File: src/rtl/sample_framer_pkg.sv
`default_nettype none
// ---------------------------------------------------------------------------
// sample_framer_pkg : shared FSM state type and constants for sample_framer
// Rev 1.0
// ---------------------------------------------------------------------------
package sample_framer_pkg;

  localparam logic [15:0] SYNC_WORD_DEFAULT = 16'hC3C3;
  localparam int          SEQ_WIDTH         = 8;

  typedef enum logic [2:0] {
    ST_IDLE     = 3'd0,
    ST_HEADER   = 3'd1,
    ST_PAYLOAD  = 3'd2,
    ST_CHECKSUM = 3'd3
`ifdef SAMPLE_FRAMER_SEQ_EN
    , ST_SEQ    = 3'd4
`endif
  } state_e;

endpackage
`default_nettype wire

File: src/rtl/sample_fifo.sv
`default_nettype none
// ---------------------------------------------------------------------------
// sample_fifo : input sample buffer; head read is combinational, pushes while
// full are ignored. Rev 1.0
// ---------------------------------------------------------------------------
module sample_fifo
  import sample_framer_pkg::*;
#(
  parameter int DATA_WIDTH = 16,
  parameter int FIFO_DEPTH = 8
) (
  input  logic                        clk,
  input  logic                        reset,
  input  logic                        push,
  input  logic                        pop,
  input  logic [DATA_WIDTH-1:0]       din,
  output logic [DATA_WIDTH-1:0]       dout,
  output logic [$clog2(FIFO_DEPTH):0] count,
  output logic                        full,
  output logic                        empty
);

  localparam int AW = $clog2(FIFO_DEPTH);
  localparam int CW = AW + 1;

  logic [DATA_WIDTH-1:0] mem_q [FIFO_DEPTH];
  logic [AW-1:0]         wr_ptr_q, wr_ptr_d;
  logic [AW-1:0]         rd_ptr_q, rd_ptr_d;
  logic [CW-1:0]         count_q, count_d;
  logic                  wr_en, rd_en;

  assign full  = (count_q == CW'(FIFO_DEPTH));
  assign empty = (count_q == '0);
  assign count = count_q;
  assign dout  = mem_q[rd_ptr_q];

  always_comb begin
    wr_en    = push && !full;
    rd_en    = pop && !empty;
    wr_ptr_d = wr_en ? wr_ptr_q + AW'(1) : wr_ptr_q;
    rd_ptr_d = rd_en ? rd_ptr_q + AW'(1) : rd_ptr_q;
    count_d  = count_q;
    case ({wr_en, rd_en})
      2'b10:   count_d = count_q + CW'(1);
      2'b01:   count_d = count_q - CW'(1);
      default: count_d = count_q;
    endcase
  end

  always_ff @(posedge clk) begin
    if (reset) begin
      wr_ptr_q <= '0;
      rd_ptr_q <= '0;
      count_q  <= '0;
    end else begin
      wr_ptr_q <= wr_ptr_d;
      rd_ptr_q <= rd_ptr_d;
      count_q  <= count_d;
    end
  end

  // Storage needs no reset: only entries below count are ever read.
  always_ff @(posedge clk) begin
    if (wr_en) mem_q[wr_ptr_q] <= din;
  end

endmodule
`default_nettype wire

File: src/rtl/sample_framer.sv
`default_nettype none
// ---------------------------------------------------------------------------
// sample_framer : buffers samples and emits header/payload/checksum frames.
// Optional sequence word enabled by SAMPLE_FRAMER_SEQ_EN. Rev 1.0
// ---------------------------------------------------------------------------
module sample_framer
  import sample_framer_pkg::*;
#(
  parameter int                    DATA_WIDTH = 16,
  parameter int                    FRAME_LEN  = 4,
  parameter int                    FIFO_DEPTH = 8,
  parameter logic [DATA_WIDTH-1:0] SYNC_WORD  = DATA_WIDTH'(SYNC_WORD_DEFAULT)
) (
  input  logic                        clk,
  input  logic                        reset,
  input  logic [DATA_WIDTH-1:0]       data_in,
  input  logic                        valid_in,
  output logic [DATA_WIDTH-1:0]       m_data,
  output logic                        m_valid,
  input  logic                        m_ready,
  output logic                        m_last,
  output logic                        overflow,
  output logic [$clog2(FIFO_DEPTH):0] fifo_count
);

  localparam int            CW          = $clog2(FIFO_DEPTH) + 1;
  localparam int            BW          = $clog2(FRAME_LEN + 1);
  localparam logic [CW-1:0] FRAME_LEN_C = CW'(FRAME_LEN);
  localparam logic [BW-1:0] LAST_BEAT   = BW'(FRAME_LEN - 1);

  state_e                state_q, state_d;
  logic [DATA_WIDTH-1:0] checksum_q, checksum_d;
  logic [BW-1:0]         beat_q, beat_d;
  logic                  overflow_q, overflow_d;
`ifdef SAMPLE_FRAMER_SEQ_EN
  logic [SEQ_WIDTH-1:0]  seq_q, seq_d;
`endif

  logic [DATA_WIDTH-1:0] fifo_dout;
  logic                  fifo_full, fifo_empty, fifo_pop;

  sample_fifo #(
    .DATA_WIDTH (DATA_WIDTH),
    .FIFO_DEPTH (FIFO_DEPTH)
  ) u_fifo (
    .clk   (clk),
    .reset (reset),
    .push  (valid_in),
    .pop   (fifo_pop),
    .din   (data_in),
    .dout  (fifo_dout),
    .count (fifo_count),
    .full  (fifo_full),
    .empty (fifo_empty)
  );

  // A sample arriving while full is lost even if a pop frees a slot this cycle.
  assign overflow_d = overflow_q | (valid_in & fifo_full);
  assign overflow   = overflow_q;

  always_comb begin
    state_d    = state_q;
    checksum_d = checksum_q;
    beat_d     = beat_q;
    fifo_pop   = 1'b0;
    m_valid    = 1'b0;
    m_last     = 1'b0;
    m_data     = '0;
`ifdef SAMPLE_FRAMER_SEQ_EN
    seq_d      = seq_q;
`endif
    case (state_q)
      ST_IDLE: begin
        if (fifo_count >= FRAME_LEN_C) begin
          state_d    = ST_HEADER;
          checksum_d = '0;
          beat_d     = '0;
        end
      end
      ST_HEADER: begin
        m_valid = 1'b1;
        m_data  = SYNC_WORD;
        if (m_ready) begin
`ifdef SAMPLE_FRAMER_SEQ_EN
          state_d = ST_SEQ;
`else
          state_d = ST_PAYLOAD;
`endif
        end
      end
`ifdef SAMPLE_FRAMER_SEQ_EN
      ST_SEQ: begin
        m_valid = 1'b1;
        m_data  = DATA_WIDTH'(seq_q);
        if (m_ready) state_d = ST_PAYLOAD;
      end
`endif
      ST_PAYLOAD: begin
        m_valid = 1'b1;
        m_data  = fifo_dout;
        if (m_ready && !fifo_empty) begin
          fifo_pop   = 1'b1;
          checksum_d = checksum_q + fifo_dout;
          beat_d     = beat_q + BW'(1);
          if (beat_q == LAST_BEAT) state_d = ST_CHECKSUM;
        end
      end
      ST_CHECKSUM: begin
        m_valid = 1'b1;
        m_last  = 1'b1;
        m_data  = checksum_q;
        if (m_ready) begin
          state_d = ST_IDLE;
`ifdef SAMPLE_FRAMER_SEQ_EN
          seq_d   = seq_q + SEQ_WIDTH'(1);
`endif
        end
      end
      default: state_d = ST_IDLE;
    endcase
  end

  always_ff @(posedge clk) begin
    if (reset) begin
      state_q    <= ST_IDLE;
      checksum_q <= '0;
      beat_q     <= '0;
      overflow_q <= 1'b0;
`ifdef SAMPLE_FRAMER_SEQ_EN
      seq_q      <= '0;
`endif
    end else begin
      state_q    <= state_d;
      checksum_q <= checksum_d;
      beat_q     <= beat_d;
      overflow_q <= overflow_d;
`ifdef SAMPLE_FRAMER_SEQ_EN
      seq_q      <= seq_d;
`endif
    end
  end

endmodule
`default_nettype wire

File: config.mk
export PLATFORM = sky130hd
export DESIGN_NAME = sample_framer
export DESIGN_NICKNAME = d
export VERILOG_FILES = /design/src/rtl/sample_framer_pkg.sv /design/src/rtl/sample_fifo.sv /design/src/rtl/sample_framer.sv
export SDC_FILE = /design/constraint.sdc
export NUM_CORES = 1
export LEC_CHECK = 0
export CAP_MARGIN = 20
export CELL_PAD_IN_SITES_DETAIL_PLACEMENT = 0
export CELL_PAD_IN_SITES_GLOBAL_PLACEMENT = 2
export CORE_AREA = 3 3 161 116
export DETAILED_ROUTE_END_ITERATION = 10
export DIE_AREA = 0 0 164 119
export GPL_TIMING_DRIVEN = 0
export PLACE_DENSITY = 0.81
export SYNTH_ARGS = -nofsm -noshare
export SYNTH_HDL_FRONTEND = slang
export SYNTH_SLANG_ARGS = --single-unit
File: constraint.sdc
create_clock -name clk -period 4.7 [get_ports clk]
set_input_delay 0.705 -clock clk [delete_from_list [all_inputs] [get_ports clk]]
set_output_delay 0.705 -clock clk [all_outputs]
set_load 0.01 [all_outputs]
==> impl.org, run 1 <==
** Place
- Routability-driven placement finished with a final weighted congestion of 0.831.
- The HPWL after detailed placement is 12.0 mm.
- Input and output buffers added on the ports amount to 41.
- Total instance count after detailed placement :: 791
- Post-Place Worst Slack :: 0.798 ns

** Timing
- Final Setup Violations :: 0
- Dividing the final minimum period by the clock period gives 0.840.
- Derived from the worst setup path, the maximum achievable clock frequency is 253 MHz.
- Clock Skews :: 0.0205 ns
- Final Hold Violating Endpoints :: 0
- Min cycle time layout :: 3.95 ns
- Worst relative slew slack :: 0.380
- Once routing completed, OpenROAD measured the worst setup slack at 0.751 ns.
- Setup repair after global routing left no endpoint under its margin.
- After routing, the total negative slack on setup checks comes to 0 ns.
- Worst Tran Pin Value :: 0.927 ns
- The max-slew violation count came to 0.

** Synthesis
- Netlist Area Pre-Place :: 7330 µm²
- Async SR Flop Fraction :: 0
- Yosys printed 0 warnings.
- Each instance of the synthesized netlist takes up on average 14.4 µm².
- Of all cell types, the one taking the most synthesized area is edfxtp_1.
- For this run, the leading register cell type out of synthesis is edfxtp_1.
- The cell count after synthesis came out at 509.
- Yosys mapped a number of flops with a built-in enable equal to 128.
- Share of the yosys chip area belonging to registers :: 0.620
- Post-synthesis cell type count :: 55
- The commonest cells after synthesis are 128 x edfxtp_1, 46 x nand2_1, 38 x nor2_1.
- Count leader, synth :: edfxtp_1
- Net Count, Synth :: 558
- Largest cells by area after synthesis :: edfxtp_1 52%, mux4_2 9.8%, dfxtp_1 9.6%
- The share of synthesized area in the top cell type comes to 0.525.
- Number of synthesized register bits :: 163

** Setup path
- Crit path launch type :: flip-flop
- Critical path data arrival time :: 4.23 ns
- STA classifies the critical path endpoint as a flip-flop.
- Most frequent cell on the critical path :: a21o_1
- In this design, the stage delay of the slowest critical-path cell is 0.56 ns.
- Among all stages on the critical path, the largest delay is contributed by mux4_2.
- The number of buffers and inverters on the critical path is 1.
- The kind of cell with the highest combined delay along the critical path is compound AO/OA/AOI/OAI gates.
- The critical path goes through buf_2, mux4_2, mux2_2, ha_1, fa_1, a21o_1, a21o_1, a211oi_1, o221ai_1, xnor2_1, o21ai_1.
- Type of the worst setup path :: flip-flop to flip-flop
- Data on the critical path is required at its endpoint by 4.98 ns.
- In this run the worst path has a maximum fanout of 10.

** Clock network
- Clock insertion delay at the later pin of the skew report :: 0.41 ns
- In this run, post-CTS hold repair placed 0 buffers.
- Clock-pin slew was measured on the worst setup and hold paths at 0.07 ns.
- Post-CTS setup buffers :: 0
- Maximum clock insertion buffer count :: 2
- Post-CTS sizing :: 0
- The H-tree was split into 4 levels.
- The clock drives 163 sinks.
- Root buffer cell :: clkbuf_16
- Inserted Clock Buffers :: 17
- TritonCTS clock tree :: done

** Global routing
- Global-route usage over all layers :: 0.180
- Entering global routing, the biggest net connects 17 pins.
- Global route total overflow :: 0
- The number of global-route vias before repair came to 4624.
- The initial antenna violation count is 0.
- Wire length of the first global-routing pass :: 26.5 mm

** Finish
- Across the whole layout, storage elements account for 4540 µm².
- The multi-input combinational cells in the finished layout cover a total of 2640 µm².
- The finished layout holds 823 standard cells, fillers aside.
- From synthesis to final layout, the design area changed by 19.1%.
- The layout has 1464 filler cells.
- Of the cells placed in the final design, the portion with a size suffix greater than 1 is 0.186.
- The net count of the finished layout is 628.
- Post-route core utilization :: 0.509
- Number of diodes added for antenna fixing :: 0

** Floorplan
- The initialized floorplan defines 40 standard-cell rows.
- Count of pins on the block boundary :: 43
- The total area inside the core boundary comes to 17200 µm².
- Initial cell density of the core :: 0.427
- Die area :: 19500 µm²
- Horizontal die dimension :: 164 µm
- Die outline height :: 119 µm

** Detailed routing
- Using the TritonRoute via totals, the vias-per-cell ratio works out to 5.45.
- Residual DRC :: 0
- For this block, the initial DRC count from the detailed router was 312.
- The count of nets left with antenna violations once routing finished came out at 0.
- For this block, the via count after detailed routing is 4486.
- First-pass iteration count of the detailed router :: 5
- WL final :: 17.0 mm
- Average routed wire per standard cell :: 20.7 µm

** Min path
- Type of the most critical hold path :: flip-flop to flip-flop

** Pwr
- Power spread over the standard cell area amounts to 364 nW/µm².
- VDD sags by at most 0.244 mV.
- Static leakage power :: 0.00296 µW

** Status
- The flow ran to the end, and the final reports show no timing, DRC or antenna violations.

** Job
- Max-cap violation count :: 0
sequential cells by signal (all words and copies together) (netlist names), named ones only:
register,flops
beat_q,3
state_q,2
u_fifo.mem_q,128
u_fifo.wr_ptr_q,3
u_fifo.rd_ptr_q,3
checksum_q,16
u_fifo.count,4
overflow,1
worst min-delay path, stage by stage, from the launching register on:
cell and delay (ns):
dfxtp_1 0.31, nand2_1 0.06, a21oi_1 0.05
cells by family after synthesis:
group / after synthesis / share of synthesized area
AO/OA/AOI/OAI: 97 / 0.0886
XOR/XNOR: 13 / 0.0155
adder cells (fa/ha/maj): 29 / 0.0516
buffers and inverters: 35 / 0.0227
flip-flops: 163 / 0.620
multiplexers: 51 / 0.128
AND/OR/NAND/NOR: 121 / 0.0738
power by group:
group          internal (µW)  switching [µW]  leakage, µW
sequential              1580            14.4      0.00145
combinational            132             185      0.00126
clock                    690             577     0.000256
path summary, 6_finish.rpt:
kind                                                     to                    from  cells after the start  slack, ns
worst max-delay path            checksum_q[12]$_SDFFE_PP0P_               flip-flop                     11       0.75
worst min-delay path                 beat_q[1]$_SDFFE_PP0P_  beat_q[1]$_SDFFE_PP0P_                      2       0.47
worst max register to register  checksum_q[12]$_SDFFE_PP0P_               flip-flop                     11       0.75
worst min register to register       beat_q[1]$_SDFFE_PP0P_  beat_q[1]$_SDFFE_PP0P_                      2       0.47
cells in the final DEF, fill, tap and decap left out, types with 6 or more instances in the layout:
cell,n
nand2_1,46
clkdlybuf4s50_1,41
nand3_1,11
buf_2,8
ha_1,27
a31oi_1,10
a21o_1,8
clkbuf_1,12
nor2_2,6
xnor2_1,7
dfxtp_1,35
mux4_2,32
a22oi_1,8
xor2_1,6
o21ai_1,7
edfxtp_1,128
nor2_1,32
inv_1,13
clkbuf_16,17
a21oi_1,32
buf_8,6
mux2_2,15
layer usage:
layer / vias to the layer above / part of all wire / track usage
met5: - / 0 / 0
met4: 0 / 0.0054 / 0.0306
met3: 6 / 0.043 / 0.0382
met2: 105 / 0.46 / 0.273
met1: 2266 / 0.50 / 0.272
li1: 2109 / - / -
per-stage QoR:
stage          power (µW)  area (µm²)  hold slack [ns]
5_1_grt              3290        8730            0.480
3_5_place_dp         1950        8190            0.461
3_3_place_gp         1930        8030            0.445
4_1_cts              3210        8730            0.468
2_1_floorplan        1790        7330            0.434
6_report             3180        8730            0.469
cell type report:
type,count,share of cell area
plain buffers,20,0.0126
clock buffers,20,0.0500
clock inverters,12,0.0115
inverters,15,0.00645
multi-input cells,311,0.303
flip-flops and latches,163,0.521
well taps,231,0.0331
repair buffers,51,0.0632
No activity file was read; power rests on OpenSTA's default activity.
==> inputs of run 2 (changes only) <==
CORE_AREA = 3 3 168 121   (was 3 3 161 116)
DIE_AREA = 0 0 171 124   (was 0 0 164 119)
PLACE_DENSITY = 0.78   (was 0.81)
clock period = 3.6 ns   (was 4.7 ns; I/O delays follow)
==> run 2 against run 1 <==
Effect of this change:
- critical path depth unchanged
- register-to-register slack worse by 0.58 ns
- combinational power increased by 32%
- fmax rose by 15%
- hold slack got worse by 0.10 ns
- via count down 0.42%
- worst setup slack got worse by 0.58 ns
- non-clock buffer count grew 1
- core utilization is 4.2 points lower
- cell area increased by 0.57%
- highest routed layer unchanged
==> impl.org, run 2 (synthesis results as in run 1) <==
** Global routing
- Vias in the first global route :: 4638
- For this run, the total global-route usage over all layers was measured as 0.170.
- Wire length of the first global-routing pass :: 26.5 mm
- Global route total overflow :: 0
- Maximum number of pins on one net before global-route repair :: 17
- Antenna violations before repair :: 0

** Finish
- Count of nets after finishing :: 629
- More flip-flops sit in one register than any other, and that register is u_fifo.mem_q.
- The finished layout holds 835 standard cells, fillers aside.
- Layout-stage area growth over the synthesis result :: 19.8%
- Most common library cell in the layout ignoring fill and taps :: edfxtp_1
- Ratio of cells with drive above 1 in the final layout :: 0.192
- Most frequent cells in the layout :: 128 x edfxtp_1, 46 x nand2_1, 41 x clkdlybuf4s50_1
- Number of flip-flops in the largest register :: 128
- Number of diodes added for antenna fixing :: 0
- Once layout is complete, the utilization of the core stands at 0.467.

** Pwr
- Of the total power, the share spent switching nets is 0.241.
- Of the total power, combinational logic draws 0.101.
- In this run the static leakage power is 0.00298 µW.
- Across the VDD grid, the largest voltage drop is 0.325 mV.
- Clock power frac :: 0.392
- Summed over all nets, the switching power comes to 989 µW.
- The internal power of the cells totals 3120 µW.
- The share of total power dissipated in sequential elements is 0.507.
- Power density cells :: 468 nW/µm²

** Clock network
- The H-tree was split into 4 levels.
- Root buffer cell :: clkbuf_16
- Clock transition time at the flip-flop clock pins of the worst setup and hold paths :: 0.06 ns
- The number of setup buffers added after CTS is 0.
- CTS saw 163 sinks.
- The clock reaches the later pin of the worst-skew pair after 0.42 ns.
- TritonCTS clock tree :: done
- The clock passes through at most 2 buffers.
- Inserted Clock Buffers :: 17

** Detailed routing
- Dividing the detail-routed wire length by the instance count gives 20.6 µm.
- Dividing the detail-routed via count by the number of cells gives 5.35.
- First-pass iteration count of the detailed router :: 5
- For this block, the initial DRC count from the detailed router was 374.
- The count of nets left with antenna violations once routing finished came out at 0.
- The final layout contains routed wiring with a total length of 17.2 mm.
- Via total after detailed routing :: 4467
- Residual DRC :: 0

** Setup path
- Of all nets on the critical path, the largest fanout is 10.
- Critical path data arrival time :: 3.73 ns
- Setup crit end kind :: flip-flop
- Crit path launch type :: flip-flop
- Type of the worst setup path :: flip-flop to flip-flop
- STA puts the critical path data required time at 3.90 ns.
- The setup check on the worst reg-to-reg path leaves a slack of 0.17 ns.

** Floorplan
- 43 I/O pins were placed.
- Area of the core region :: 18800 µm²
- The initial utilization of the core area, before any placement, comes to 0.389.
- Die area :: 21200 µm²
- In this run the horizontal extent of the chip is 171 µm.
- After floorplanning, the core was divided into 42 placement rows.
- Die outline height :: 124 µm

** Job
- Across the run, the number of max-cap violations was 0.

** Place
- Port Buf Inserts :: 41
- Global placement routability congestion :: 0.796
- After legalization and detailed placement, the total HPWL measured 12.2 mm.
- The number of placed instances, taps included, is 803.
- At the placement stage, the worst setup path has a slack of -0.265 ns.

** Timing
- At the pin with the least slew margin, the transition time is 0.882 ns.
- Worst-case setup margin in the final layout :: 0.167 ns
- The routed design could run at a clock period as short as 3.43 ns.
- RSZ-0062 raised after global routing :: false
- The clock arrives with 0.00668 ns of skew.
- Sum of negative setup slack :: 0 ns
- In the finished design, the share of the clock period the worst path needs comes to 0.954.
- Setup violations remaining at the end of the flow were counted as 0.
- In this run the tightest slew margin relative to its limit is 0.408.
- The max-slew violation count was 0.
- The final number of hold-violating endpoints was 0.
- Derived from the worst setup path, the maximum achievable clock frequency is 291 MHz.

** Status
- The flow ran to the end, and the final reports show no timing, DRC or antenna violations.

** Min path
- The tightest min-delay check is of the input port to flip-flop type.
## run 2: final timing paths
kind                               start                     endpoint  cells past startpoint
setup / recovery               flip-flop  checksum_q[12]$_SDFFE_PP0P_                     11
hold / removal                     reset       beat_q[1]$_SDFFE_PP0P_                      2
setup reg to reg               flip-flop  checksum_q[12]$_SDFFE_PP0P_                     11
hold reg to reg   beat_q[1]$_SDFFE_PP0P_       beat_q[1]$_SDFFE_PP0P_                      2
## run 2: critical path, stage by stage (launching register included)
cell and delay (ns):
dfxtp_2 0.43, buf_8 0.22, mux4_2 0.52, mux2_2 0.30, ha_1 0.23, fa_1 0.43
a21o_1 0.21, a21o_1 0.23, a211oi_2 0.28, o221ai_1 0.20, xnor2_1 0.18, o21ai_1 0.08
## run 2: layout make-up
| class | count | area [µm²] |
|---|---|---|
| buffer | 20 | 141 |
| clock buffer | 19 | 433 |
| clock inverter | 13 | 82.6 |
| fill | 1667 | 10000 |
| inverter | 15 | 56.3 |
| multi-input combinational | 311 | 2650 |
| sequential | 163 | 4550 |
| tap | 242 | 303 |
| timing repair buffer | 52 | 572 |
## run 2: timing repair
action / in CTS / in global routing
setup endpoints to repair: 7 / 9
pin swaps: 0 / 1
hold buffers: 0 / 0
gates resized for setup: 5 / 10
## run 2: power groups by stage
stage | clock network [µW] | registers (µW) | logic (µW)
4_1_cts | 1650 | 2080 | 419
5_1_grt | 1720 | 2090 | 455
6_report | 1610 | 2080 | 417
3_3_place_gp | 0 | 2120 | 395
3_5_place_dp | 0 | 2120 | 417
2_1_floorplan | 0 | 2120 | 218
## run 2: metrics by stage
step / power, µW / hold WS [ns] / instance area [µm²]
4_1_cts: 4150 / 0.341 / 8760
6_report: 4110 / 0.364 / 8780
5_1_grt: 4260 / 0.361 / 8780
2_1_floorplan: 2340 / 0.434 / 7330
3_5_place_dp: 2540 / 0.463 / 8230
3_3_place_gp: 2520 / 0.445 / 8040
## run 2: routing by layer
layer | wire (µm) | GRT usage | part of all wire
met1 | 8630 | 0.254 | 0.50
met2 | 7690 | 0.256 | 0.45
met3 | 760 | 0.0368 | 0.044
met4 | 136 | 0.0392 | 0.0079
met5 | 0 | 0 | 0
==> inputs of run 3 (changes only) <==
HOLD_SLACK_MARGIN = 0.05   (was default)
==> results of run 3 <==
Final layout, timing and power as in run 2 (identical DEF).
